`src/rtl/keypad_scanner_if.sv`:
```
// Keypad pad-side and key-event signals; master = scanner, slave = keypad/consumer side.
// Rows come in active-low from the pads; key events are registered outputs.
interface keypad_scanner_if;
    logic [3:0] i_row;
    logic [3:0] o_col;
    logic [3:0] o_key_code;
    logic       o_key_valid;
    logic       o_key_pulse;

    modport master (
        input  i_row,
        output o_col,
        output o_key_code,
        output o_key_valid,
        output o_key_pulse
    );

    modport slave (
        output i_row,
        input  o_col,
        input  o_key_code,
        input  o_key_valid,
        input  o_key_pulse
    );
endinterface

```
`src/rtl/keypad_scanner.sv`:
```
// 4x4 keypad column scanner with frame-level debounce; KEYPAD_AUTOREPEAT_EN adds repeat pulses.
// Latency: outputs update the cycle after the frame end that decides them; no backpressure (pulse is a strobe).
// Rows pass a 2-FF synchroniser; multi-key frames are rejected as ghosts.
module keypad_scanner #(
    parameter int SCAN_DIV        = 50000,
    parameter int DEBOUNCE_FRAMES = 4,
    parameter int REPEAT_FRAMES   = 50
) (
    input  logic             i_clk,
    input  logic             i_rst,
    keypad_scanner_if.master kp
);
    localparam int DW = (SCAN_DIV > 1) ? $clog2(SCAN_DIV) : 1;
    localparam int CW = $clog2(DEBOUNCE_FRAMES + 1);
    localparam logic [DW-1:0] DWELL_LAST = DW'(SCAN_DIV - 1);
    localparam logic [CW-1:0] CNT_DONE   = CW'(DEBOUNCE_FRAMES);
    localparam logic [CW-1:0] CNT_ONE    = CW'(1);
    // Nibble i is the code of key index row*4+col.
    localparam logic [63:0] KEY_MAP = 64'hDF0E_C987_B654_A321;

    if (SCAN_DIV < 4) begin : g_chk_div
        $error("SCAN_DIV must be at least 4");
    end
    if (DEBOUNCE_FRAMES < 2) begin : g_chk_deb
        $error("DEBOUNCE_FRAMES must be at least 2");
    end
    if (REPEAT_FRAMES < 1) begin : g_chk_rep
        $error("REPEAT_FRAMES must be at least 1");
    end

    typedef enum logic [1:0] {
        S_NONE,
        S_PRESS_PEND,
        S_HELD,
        S_RELEASE_PEND
    } state_t;

    logic [3:0]    r_row_meta;
    logic [3:0]    r_row_sync;
    logic [DW-1:0] r_dwell;
    logic [3:0]    r_col;
    logic [1:0]    r_col_idx;
    logic [15:0]   r_frame;
    state_t        r_state;
    logic [CW-1:0] r_cnt;
    logic [3:0]    r_cand;
    logic [3:0]    r_key_code;
    logic          r_key_valid;
    logic          r_key_pulse;

    logic          w_dwell_last;
    logic          w_frame_end;
    logic [15:0]   w_frame;
    logic [4:0]    w_ones;
    logic [3:0]    w_idx;
    logic          w_single;
    logic [3:0]    w_code;
    logic [CW-1:0] w_cnt_inc;

`ifdef KEYPAD_AUTOREPEAT_EN
    localparam int RW = $clog2(REPEAT_FRAMES + 1);
    localparam logic [RW-1:0] REP_DONE = RW'(REPEAT_FRAMES);
    logic [RW-1:0] r_rep;
    logic [RW-1:0] w_rep_inc;
    assign w_rep_inc = r_rep + 1'b1;
`endif

    assign w_dwell_last = (r_dwell == DWELL_LAST);
    assign w_frame_end  = w_dwell_last && (r_col_idx == 2'd3);
    assign w_cnt_inc    = (r_cnt >= CNT_DONE) ? CNT_DONE : r_cnt + 1'b1;

    // Frame as it will look once the current column's sample lands, so the
    // frame-end decision sees column 3 in the same cycle.
    always_comb begin
        w_frame = r_frame;
        for (int r = 0; r < 4; r++) begin
            w_frame[{r[1:0], r_col_idx}] = ~r_row_sync[r];
        end
    end

    always_comb begin
        w_ones = 5'd0;
        w_idx  = 4'd0;
        for (int i = 0; i < 16; i++) begin
            if (w_frame[i]) begin
                w_ones = w_ones + 5'd1;
                w_idx  = 4'(i);
            end
        end
    end

    assign w_single = (w_ones == 5'd1);
    assign w_code   = KEY_MAP[{w_idx, 2'b00} +: 4];

    always_ff @(posedge i_clk) begin
        if (i_rst) begin
            r_row_meta  <= 4'hF;
            r_row_sync  <= 4'hF;
            r_dwell     <= '0;
            r_col       <= 4'b1110;
            r_col_idx   <= 2'd0;
            r_frame     <= '0;
            r_state     <= S_NONE;
            r_cnt       <= '0;
            r_cand      <= 4'd0;
            r_key_code  <= 4'd0;
            r_key_valid <= 1'b0;
            r_key_pulse <= 1'b0;
`ifdef KEYPAD_AUTOREPEAT_EN
            r_rep       <= '0;
`endif
        end else begin
            r_row_meta  <= kp.i_row;
            r_row_sync  <= r_row_meta;
            r_key_pulse <= 1'b0;

            if (w_dwell_last) begin
                r_dwell   <= '0;
                r_col     <= {r_col[2:0], r_col[3]};
                r_col_idx <= r_col_idx + 2'd1;
                r_frame   <= w_frame;
            end else begin
                r_dwell <= r_dwell + 1'b1;
            end

            if (w_frame_end) begin
                case (r_state)
                    S_NONE: begin
                        if (w_single) begin
                            r_cand  <= w_code;
                            r_cnt   <= CNT_ONE;
                            r_state <= S_PRESS_PEND;
                        end
                    end
                    S_PRESS_PEND: begin
                        if (w_single && (w_code == r_cand)) begin
                            r_cnt <= w_cnt_inc;
                            if (w_cnt_inc == CNT_DONE) begin
                                r_state     <= S_HELD;
                                r_cnt       <= '0;
                                r_key_code  <= r_cand;
                                r_key_valid <= 1'b1;
                                r_key_pulse <= 1'b1;
`ifdef KEYPAD_AUTOREPEAT_EN
                                r_rep       <= '0;
`endif
                            end
                        end else if (w_single) begin
                            r_cand <= w_code;
                            r_cnt  <= CNT_ONE;
                        end else begin
                            r_cnt   <= '0;
                            r_state <= S_NONE;
                        end
                    end
                    S_HELD: begin
                        if (w_single && (w_code == r_key_code)) begin
`ifdef KEYPAD_AUTOREPEAT_EN
                            if (w_rep_inc == REP_DONE) begin
                                r_rep       <= '0;
                                r_key_pulse <= 1'b1;
                            end else begin
                                r_rep <= w_rep_inc;
                            end
`endif
                        end else begin
                            r_state <= S_RELEASE_PEND;
                            r_cnt   <= CNT_ONE;
`ifdef KEYPAD_AUTOREPEAT_EN
                            r_rep   <= '0;
`endif
                        end
                    end
                    S_RELEASE_PEND: begin
                        if (w_single && (w_code == r_key_code)) begin
                            // Bounce back: key never really left, so no new pulse.
                            r_state <= S_HELD;
                            r_cnt   <= '0;
`ifdef KEYPAD_AUTOREPEAT_EN
                            r_rep   <= '0;
`endif
                        end else begin
                            r_cnt <= w_cnt_inc;
                            if (w_cnt_inc == CNT_DONE) begin
                                r_state     <= S_NONE;
                                r_cnt       <= '0;
                                r_key_valid <= 1'b0;
                            end
                        end
                    end
                    default: r_state <= S_NONE;
                endcase
            end
        end
    end

    assign kp.o_col       = r_col;
    assign kp.o_key_code  = r_key_code;
    assign kp.o_key_valid = r_key_valid;
    assign kp.o_key_pulse = r_key_pulse;
endmodule
```
`src/flat_wrapper.sv`:
```
// flat-port wrapper written by rule: the top's interface ports become plain ports
module keypad_scanner_flat 
#(
    parameter int SCAN_DIV        = 50000,
    parameter int DEBOUNCE_FRAMES = 4,
    parameter int REPEAT_FRAMES   = 50
)
  (i_clk, i_rst, kp_i_row, kp_o_col, kp_o_key_code, kp_o_key_valid, kp_o_key_pulse);
  keypad_scanner_if kp_i ();
  input  logic i_clk;
  input  logic i_rst;
  input wire logic [$bits(kp_i.i_row)-1:0] kp_i_row;
  output wire logic [$bits(kp_i.o_col)-1:0] kp_o_col;
  output wire logic [$bits(kp_i.o_key_code)-1:0] kp_o_key_code;
  output wire logic [$bits(kp_i.o_key_valid)-1:0] kp_o_key_valid;
  output wire logic [$bits(kp_i.o_key_pulse)-1:0] kp_o_key_pulse;
  assign kp_i.i_row = kp_i_row;
  assign kp_o_col = kp_i.o_col;
  assign kp_o_key_code = kp_i.o_key_code;
  assign kp_o_key_valid = kp_i.o_key_valid;
  assign kp_o_key_pulse = kp_i.o_key_pulse;
  keypad_scanner #(.SCAN_DIV(SCAN_DIV), .DEBOUNCE_FRAMES(DEBOUNCE_FRAMES), .REPEAT_FRAMES(REPEAT_FRAMES)) u_core (.i_clk(i_clk), .i_rst(i_rst), .kp(kp_i));
endmodule
```
`config.mk`:
```
export PLATFORM = sky130hd
export DESIGN_NAME = keypad_scanner_flat
export DESIGN_NICKNAME = d
export VERILOG_FILES = /design/src/rtl/keypad_scanner_if.sv /design/src/rtl/keypad_scanner.sv /design/src/flat_wrapper.sv
export SDC_FILE = /design/constraint.sdc
export NUM_CORES = 1
export LEC_CHECK = 0
export CORE_ASPECT_RATIO = 2
export CORE_MARGIN = 8
export CORE_UTILIZATION = 50
export CTS_CLUSTER_SIZE = 16
export DETAILED_ROUTE_END_ITERATION = 6
export DONT_BUFFER_PORTS = 1
export PLACE_DENSITY = 0.67
export SLEW_MARGIN = 20
export SYNTH_ARGS = -nofsm -noshare
export SYNTH_HDL_FRONTEND = slang
export SYNTH_SLANG_ARGS = --single-unit
```
`constraint.sdc`:
```
create_clock -name i_clk -period 20.2 [get_ports i_clk]
set_clock_uncertainty 0.05 [all_clocks]
set_input_delay 2.02 -clock i_clk [delete_from_list [all_inputs] [get_ports i_clk]]
set_output_delay 2.02 -clock i_clk [all_outputs]
set_load 0.01 [all_outputs]
```
### Word-level counts from Yosys, hierarchy flattened

Index checks and enable logic that the tools add are counted.

* bitwise operators: 7
* add/subtract/negate cells: 18
* equal/unequal tests: 19
* mux-type cells: 68
* order comparisons: 9
* shift-type cells: 1
* reduce and logical (&&, ||, !) cells: 17

Operators with widths (number)
* 2-to-1 mux 5 bit: 15
* adder 5 x 1 -> 5 bit (second input constant): 14
* bitwise mux 16 bit: 4
* variable part select 64 x 7 -> 4 bit (first input constant): 1
* 2-to-1 mux 4 bit: 10
* 2-to-1 mux 3 bit: 10
* 2-to-1 mux 2 bit: 9
* adder 16 x 1 -> 16 bit (second input constant): 1
* equality test 16 bit (second input constant): 1
* 2-to-1 mux 1 bit: 12
* one-hot mux 3 bit (4 select lines): 1
* AND reduction 6 bit: 2
* < comparator 4 x 5 -> 1 bit (second input constant): 2
* demux 1 bit (select 2 bit): 4
* equality test 4 bit: 2
* greater-or-equal comparator 4 x 1 -> 1 bit (second input constant): 2
* != test 2 x 1 -> 1 bit (second input constant): 4
* one-hot mux 2 bit (4 select lines): 1
* one-hot mux 4 bit (2 select lines): 1
* logical AND 1 bit: 7
* NOT 1 bit: 7
* equality test 2 bit (second input constant): 3
* != test 2 bit (second input constant): 3
* != test 3 bit (second input constant): 2
* other kinds (19): 21

* output and inout port bits: 10
* input bits: 6
* flip-flop bits (word level): 61
* logic and storage cells: 151

### Logic depth before layout (Yosys ltp)

* word-level depth: 43
* depth in mapped cells: 57
* mapped depth without buffers: 56

### Least setup slack after synthesis

OpenSTA, ideal clock, no wires.

* path type: register to register
* start point: reg u_core.r_col_idx[1]
* end point: reg u_core.r_key_code[0], in the netlist u_core.kp.o_key_code[0]
* data required time: 20.022 ns
* setup slack: 9.863 ns
* library setup time: 0.128 ns
* period minus slack after synthesis: 10.337 ns
* cell stages (with the launch flop): 57
* data arrival time: 10.159 ns
* buffers on the path: 0
* cell sequence: dfxtp_1 inv_1 ha_1 nand2b_1 a32oi_1 nand2_1 xnor2_1 inv_1 ha_1 nand2_1 o21ai_0 ha_1 inv_1 nor3_1 a31o_1 or2_2 ha_1 o22ai_1 [... 21 more ...] nand2_1 nand2_1 a31o_2 ha_1 nor2_1 nor2_1 ha_1 nor2_1 nor2_1 ha_1 and2_1 xnor2_1 xnor2_1 nand3_1 or2_2 nor4_4 mux2i_1 nor2_1

* cells in the longest elaborated chain, start to end: 42
* elaborated cells between the ends (all ways): 77
* those cells by class: add/sub (15); order compare (8); eq/ne (3); shift (1); mux (43); reduce/logical (7)

RTL lines
* start: declaration: RTL line keypad_scanner.sv:42 `logic [1:0] r_col_idx;`
* start signal: assignment: RTL line keypad_scanner.sv:120 `r_col_idx <= r_col_idx + 2'd1;`
* < comparator 2 x 5 -> 1 bit (implied by the code) or greater-or-equal comparator 2 x 1 -> 1 bit (tied branches): RTL line keypad_scanner.sv:77 `w_frame[{r[1:0], r_col_idx}] = ~r_row_sync[r];`
* logical AND 1 bit (implied by the code): RTL line keypad_scanner.sv:77
* 2-to-1 mux 1 bit (implied by the code): RTL line keypad_scanner.sv:77
* demux 1 bit (select 2 bit)
* bitwise mux 16 bit (4 in a row): RTL line keypad_scanner.sv:77
* 2-to-1 mux 1 bit: RTL line keypad_scanner.sv:85 `if (w_frame[i]) begin`
* adder 1 x 1 -> 2 bit: RTL line keypad_scanner.sv:86 `w_ones = w_ones + 5'd1;`
* 2-to-1 mux 5 bit: RTL line keypad_scanner.sv:85
* [... 23 more ...]
* 2-to-1 mux 5 bit: RTL line keypad_scanner.sv:85
* adder 5 x 1 -> 5 bit: RTL line keypad_scanner.sv:86
* 2-to-1 mux 5 bit: RTL line keypad_scanner.sv:85
* adder 5 x 1 -> 5 bit: RTL line keypad_scanner.sv:86
* 2-to-1 mux 5 bit: RTL line keypad_scanner.sv:85
* equality test 5 x 1 -> 1 bit: RTL line keypad_scanner.sv:92 `assign w_single = (w_ones == 5'd1);`
* logical AND 1 bit: RTL line keypad_scanner.sv:136 `if (w_single && (w_code == r_cand)) begin`
* AND reduction 4 bit (no source line) *
* end signal: assignment: RTL line keypad_scanner.sv:141 `r_key_code <= r_cand;`
* end: declaration: RTL line keypad_scanner.sv:47 `logic [3:0] r_key_code;`

Mark *: on every way between the ends. The rest lies on a longest branch, timed or not.
A chain may end at the register's enable or synchronous reset.

### Worst setup path after layout

* start point: reg u_core.r_col_idx[0]
* end point: reg u_core.r_cand[1]

* cells in the longest elaborated chain, start to end: 43
* elaborated cells between the ends (all ways): 81
* those cells by class: add/sub (15); order compare (8); eq/ne (4); shift (1); mux (46); reduce/logical (7)

RTL lines
* < comparator 2 x 5 -> 1 bit (implied by the code) or greater-or-equal comparator 2 x 1 -> 1 bit (tied branches): RTL line keypad_scanner.sv:77
* logical AND 1 bit (implied by the code): RTL line keypad_scanner.sv:77
* 2-to-1 mux 1 bit (implied by the code): RTL line keypad_scanner.sv:77
* demux 1 bit (select 2 bit)
* bitwise mux 16 bit (4 in a row): RTL line keypad_scanner.sv:77
* 2-to-1 mux 1 bit: RTL line keypad_scanner.sv:85
* adder 1 x 1 -> 2 bit: RTL line keypad_scanner.sv:86
* 2-to-1 mux 5 bit: RTL line keypad_scanner.sv:85
* [... 24 more ...]
* adder 5 x 1 -> 5 bit: RTL line keypad_scanner.sv:86
* 2-to-1 mux 5 bit: RTL line keypad_scanner.sv:85
* adder 5 x 1 -> 5 bit: RTL line keypad_scanner.sv:86
* 2-to-1 mux 5 bit: RTL line keypad_scanner.sv:85
* equality test 5 x 1 -> 1 bit: RTL line keypad_scanner.sv:92
* 2-to-1 mux 4 bit or logical AND 1 bit (tied branches): RTL line keypad_scanner.sv:129, keypad_scanner.sv:148, keypad_scanner.sv:136
* 2-to-1 mux 4 bit or != test 2 bit (tied branches)
* one-hot mux 4 bit (2 select lines) or AND reduction 3 bit (tied branches)
* end signal: assignment: RTL line keypad_scanner.sv:130 `r_cand <= w_code;`
* end signal: assignment: RTL line keypad_scanner.sv:149 `r_cand <= w_code;`
* end: declaration: RTL line keypad_scanner.sv:46 `logic [3:0] r_cand;`

Parallel ways exist; a longest one is shown, timed or not. The select of a mux whose other input is x is not followed.

==> results by stage <==
Run status:
- The flow ran to the end, and the final reports show no timing, DRC or antenna violations.

Clock network:
- TritonCTS created 9 clock buffers.
- The number of buffers inserted by hold repair at cts is 0.
- The number of gates resized after CTS was 0.
- Clock tree synthesis found a total of 61 sinks.
- The tree is rooted in a clkbuf_16.
- The TritonCTS clock tree is done.
- The maximum buffer depth of the clock tree is 2.
- After clock tree synthesis, the clock-pin slew on the worst setup and hold paths is 50 ps.
- In this run the post-CTS setup repair buffer count came out at 0.
- In this run the number of H-tree levels came out at 3.
- The later-pin clock latency in the skew report is 320 ps.

Final layout:
- From synthesis to final layout, the design area changed by 6.691%.
- The net count of the finished layout is 616.
- The number of antenna diodes in the final layout is 0.
- Of the cells placed in the final design, the portion with a size suffix greater than 1 is 11.04%.
- The finished layout holds 693 standard cells, fillers aside.

Floorplan:
- The die area is 0.01311 mm².
- In this run the vertical extent of the chip is 154.1 µm.
- The initial utilization of the core area, before any placement, comes to 51.15%.
- 16 I/O pins were placed.
- The floorplan has 50 rows.
- The x dimension of the die is 85.06 µm.
- In this run the standard cell core region covers 0.009321 mm².

Power and ir drop:
- The switching power total is 0.00006549 W.
- The worst-case IR drop observed on VDD is 0.07605 mV.
- The internal portion of the total power is 0.0002290 W.
- The total power is 0.0002945 W.
- For this design the static power due to leakage is 2.109 nW.
- Dividing total power by cell area gives a power density of 57.89 mW/mm².
- The portion of total power attributed to combinational logic is 7.6%.
- The proportion of power drawn by flip-flops and latches is 41.7%.
- The net switching share of the total power is 22.24%.
- The clock network power share is 50.7%.

Yosys:
- The post-synth net total is 626.
- The dominant cell by count in the synthesized netlist is nor2_1.
- The cell type with the largest total area after synthesis is dfxtp_1.
- By area the synthesized netlist is led by dfxtp_1, nor2_1, ha_1.
- Synthesis produced a netlist whose cell count is 595.
- Yosys printed 0 warnings.
- By count the netlist is led by nor2_1, dfxtp_1, a21oi_1.
- The cell area after synthesis is 0.004768 mm².
- Counting flops with an async set or reset pin after synthesis yields a share of 0%.
- The most used flip-flop cell after synthesis is dfxtp_1.
- In this run the biggest area consumer among cell types represents 25.61% of the synthesized area.
- After synthesis, the mean cell area works out to 8.014 µm².
- Of the synthesized area, sequential elements account for 25.61%.
- The number of enable flip-flop cells after synthesis is 0.
- The number of distinct library cell variants in the gate-level netlist after synthesis is 82.
- After synthesis the netlist holds a flip-flop and latch count of 61.

STA:
- In the final timing run, aggregate negative setup slack is 0 ps.
- The slew at the pin closest to its max-slew limit is 729.8 ps.
- The number of hold-slack violations in the final timing report was 0.
- The minimum period implied by the final worst setup slack is 11,730 ps.
- The worst relative slew slack is 50.90%.
- The final number of max-transition violations was 0.
- The highest clock frequency the design can meet is 85.26 MHz.
- The final worst setup slack is 8471 ps.
- In the finished design, the share of the clock period the worst path needs comes to 58.06%.
- Setup repair after global routing left no endpoint under its margin.
- Setup violations remaining at the end of the flow were counted as 0.

Drt:
- The overall routed net length is 10,530 µm.
- Routed signal wires occupy layers up through met4.
- After the first detailed-routing iteration, the DRC count stood at 152.
- The count of nets left with antenna violations once routing finished came out at 0.
- The detailed router put a total of 4069 µm of wire on met1.
- The met3 wire length is 248 µm.
- In the routed design, unresolved DRC markers number 0.
- The average detailed-routed wire length per instance is 15.19 µm.
- The total length of routed met2 wires is 5739 µm.
- Dividing the detail-routed via count by the number of cells gives 5.831.
- The detailed-router iteration count before antenna repair is 4.
- The total vias in the final route is 4,041.

Setup path:
- The type of element capturing the critical path is a register.
- Among the stages of the critical path, the cell type that occurs most often is ha_1.
- The cell with the largest stage delay on the worst path is o21ai_0.
- By startpoint and endpoint, the worst setup path is classified as register to register.
- The reg-to-reg critical path startpoint is u_core.r_col_idx[0].
- The delay of the slowest cell on the worst path is 500 ps.
- The startpoint of the worst setup timing path is u_core.r_col_idx[0].
- The required time of the critical path is 20,360 ps.
- Data on the critical path arrives at its endpoint at 11,890 ps.
- Of all nets on the critical path, the largest fanout is 13.
- The nature of the critical path startpoint is a register.

Placement:
- OpenSTA, run right after detailed placement, puts the worst setup slack at 8505 ps.
- The routability congestion estimate from global placement is 0.8784.
- The estimated wirelength of the detail-placed design is 8280 µm.
- The number of buffers inserted by port buffering is 0.
- In this run, placement finished with an instance count of 678.

Global routing:
- The first-pass GRT wire length is 17,610 µm.
- The pin count of the biggest net entering global routing is 49.
- Global routing finished with a remaining overflow of 0.
- Across every metal layer, demand over resource in global routing totals 16.50%.
- The initial antenna violation count is 0.
- The number of global-route vias before repair was 3,986.

Worst hold path:
- The min-delay analysis places its worst path in the category register to register.
- The hold path startpoint is u_core.r_row_meta[3].

Job:
- Max-cap violations in this run came to 0.
power by group through the flow:
stage / Sequential (W) / Combinational, W / Clock [W]
after floorplan: 0.000125 / 0.0000202 / 0
after global placement: 0.000125 / 0.0000217 / 0
after detailed placement: 0.000125 / 0.0000224 / 0
after CTS: 0.000123 / 0.0000226 / 0.000154
after global routing: 0.000123 / 0.0000250 / 0.000160
final: 0.000123 / 0.0000224 / 0.000149
worst paths after layout:
kind / endpoint / slack, ps / depth (start not counted)
setup / recovery: u_core.r_cand[1] / 8470 / 56
hold / removal: u_core.r_row_sync[3] / 350 / 1
setup reg to reg: u_core.r_cand[1] / 8470 / 56
hold reg to reg: u_core.r_row_sync[3] / 350 / 1
placed cells by master, fill, tap and decap left out, types with 3 or more instances in the layout:
master and count:
a21o_1 9, xnor2_1 28, a22oi_1 3, nand2b_1 6, o21ai_1 5, nand3_1 19
xnor3_1 3, nor4_1 3, nand2_1 37, and4_1 3, clkbuf_16 9, nor2_1 102
mux2i_1 17, a21oi_1 43, a211oi_1 3, o31ai_1 3, xnor3_2 3, dfxtp_1 61
xor2_2 4, o22ai_1 4, a31oi_1 6, and2_1 8, o21ai_0 17, inv_1 26
nand4_1 7, or2_1 4, or2_2 15, a31o_2 6, nor3_1 10, ha_1 25
nor2b_1 4, and3_1 11, a211o_1 6, xor2_1 16
kinds of logic (layout without fill, tap and decap cells):
kind of cell / count (synthesis) / count (layout) / synth area share [%]
and+or+nand+nor: 248 / 248 / 25.77
AOI/OAI and AO/OA: 135 / 135 / 19.26
DFF: 61 / 61 / 25.61
xor gates and xnor gates: 58 / 58 / 14.20
buffers and inverters: 48 / 42 / 4.356
adders and majority gates: 26 / 26 / 6.770
muxes: 19 / 19 / 4.041
metrics by stage:
step / util, % / hold WS, ps / cell area (µm²)
after floorplan: - / 339.5 / 4768
after global placement: 51.45 / 343.3 / 4796
after detailed placement: 51.45 / 347.1 / 4796
after CTS: 54.58 / 349.2 / 5087
after global routing: 54.58 / 365.8 / 5087
final: 54.58 / 350.2 / 5087
registers in the layout (all words and copies together) (netlist names):
register	cells
u_core.r_dwell	16
u_core.r_frame	16
u_core.kp.o_col	4
u_core.kp.o_key_code	4
u_core.r_cand	4
u_core.r_row_meta	4
u_core.r_row_sync	4
u_core.r_cnt	3
u_core.r_col_idx	2
u_core.r_state	2
u_core.kp.o_key_pulse	1
u_core.kp.o_key_valid	1
cell type report:
| type | instances | area (µm²) |
|---|---|---|
| Clock buffer | 11 | 242.7 |
| Timing Repair Buffer | 1 | 7.507 |
| Sequential cell | 61 | 1221 |
| Multi-Input combinational cell | 486 | 3339 |
| Inverter | 26 | 97.59 |
| Fill cell | 864 | 4234 |
| Clock inverter | 4 | 48.80 |
| Tap cell | 104 | 130.1 |
routing by layer:
layer,up-vias,global-route usage [%]
met5,-,0
met4,0,11.13
met3,28,3.097
met2,66,31.11
met1,1878,15.36
li1,2069,-
critical path, delay by kind of cell (launching register included):
family / cells / cell delay, ps
adder cells (fa/ha/maj): 14 / 4220
AO/OA/AOI/OAI: 14 / 3020
AND/OR/NAND/NOR: 19 / 2640
multiplexers: 3 / 720
buffers and inverters: 5 / 390
flip-flops: 1 / 330
XOR/XNOR: 1 / 260
Power figures use the tool's default switching activity.
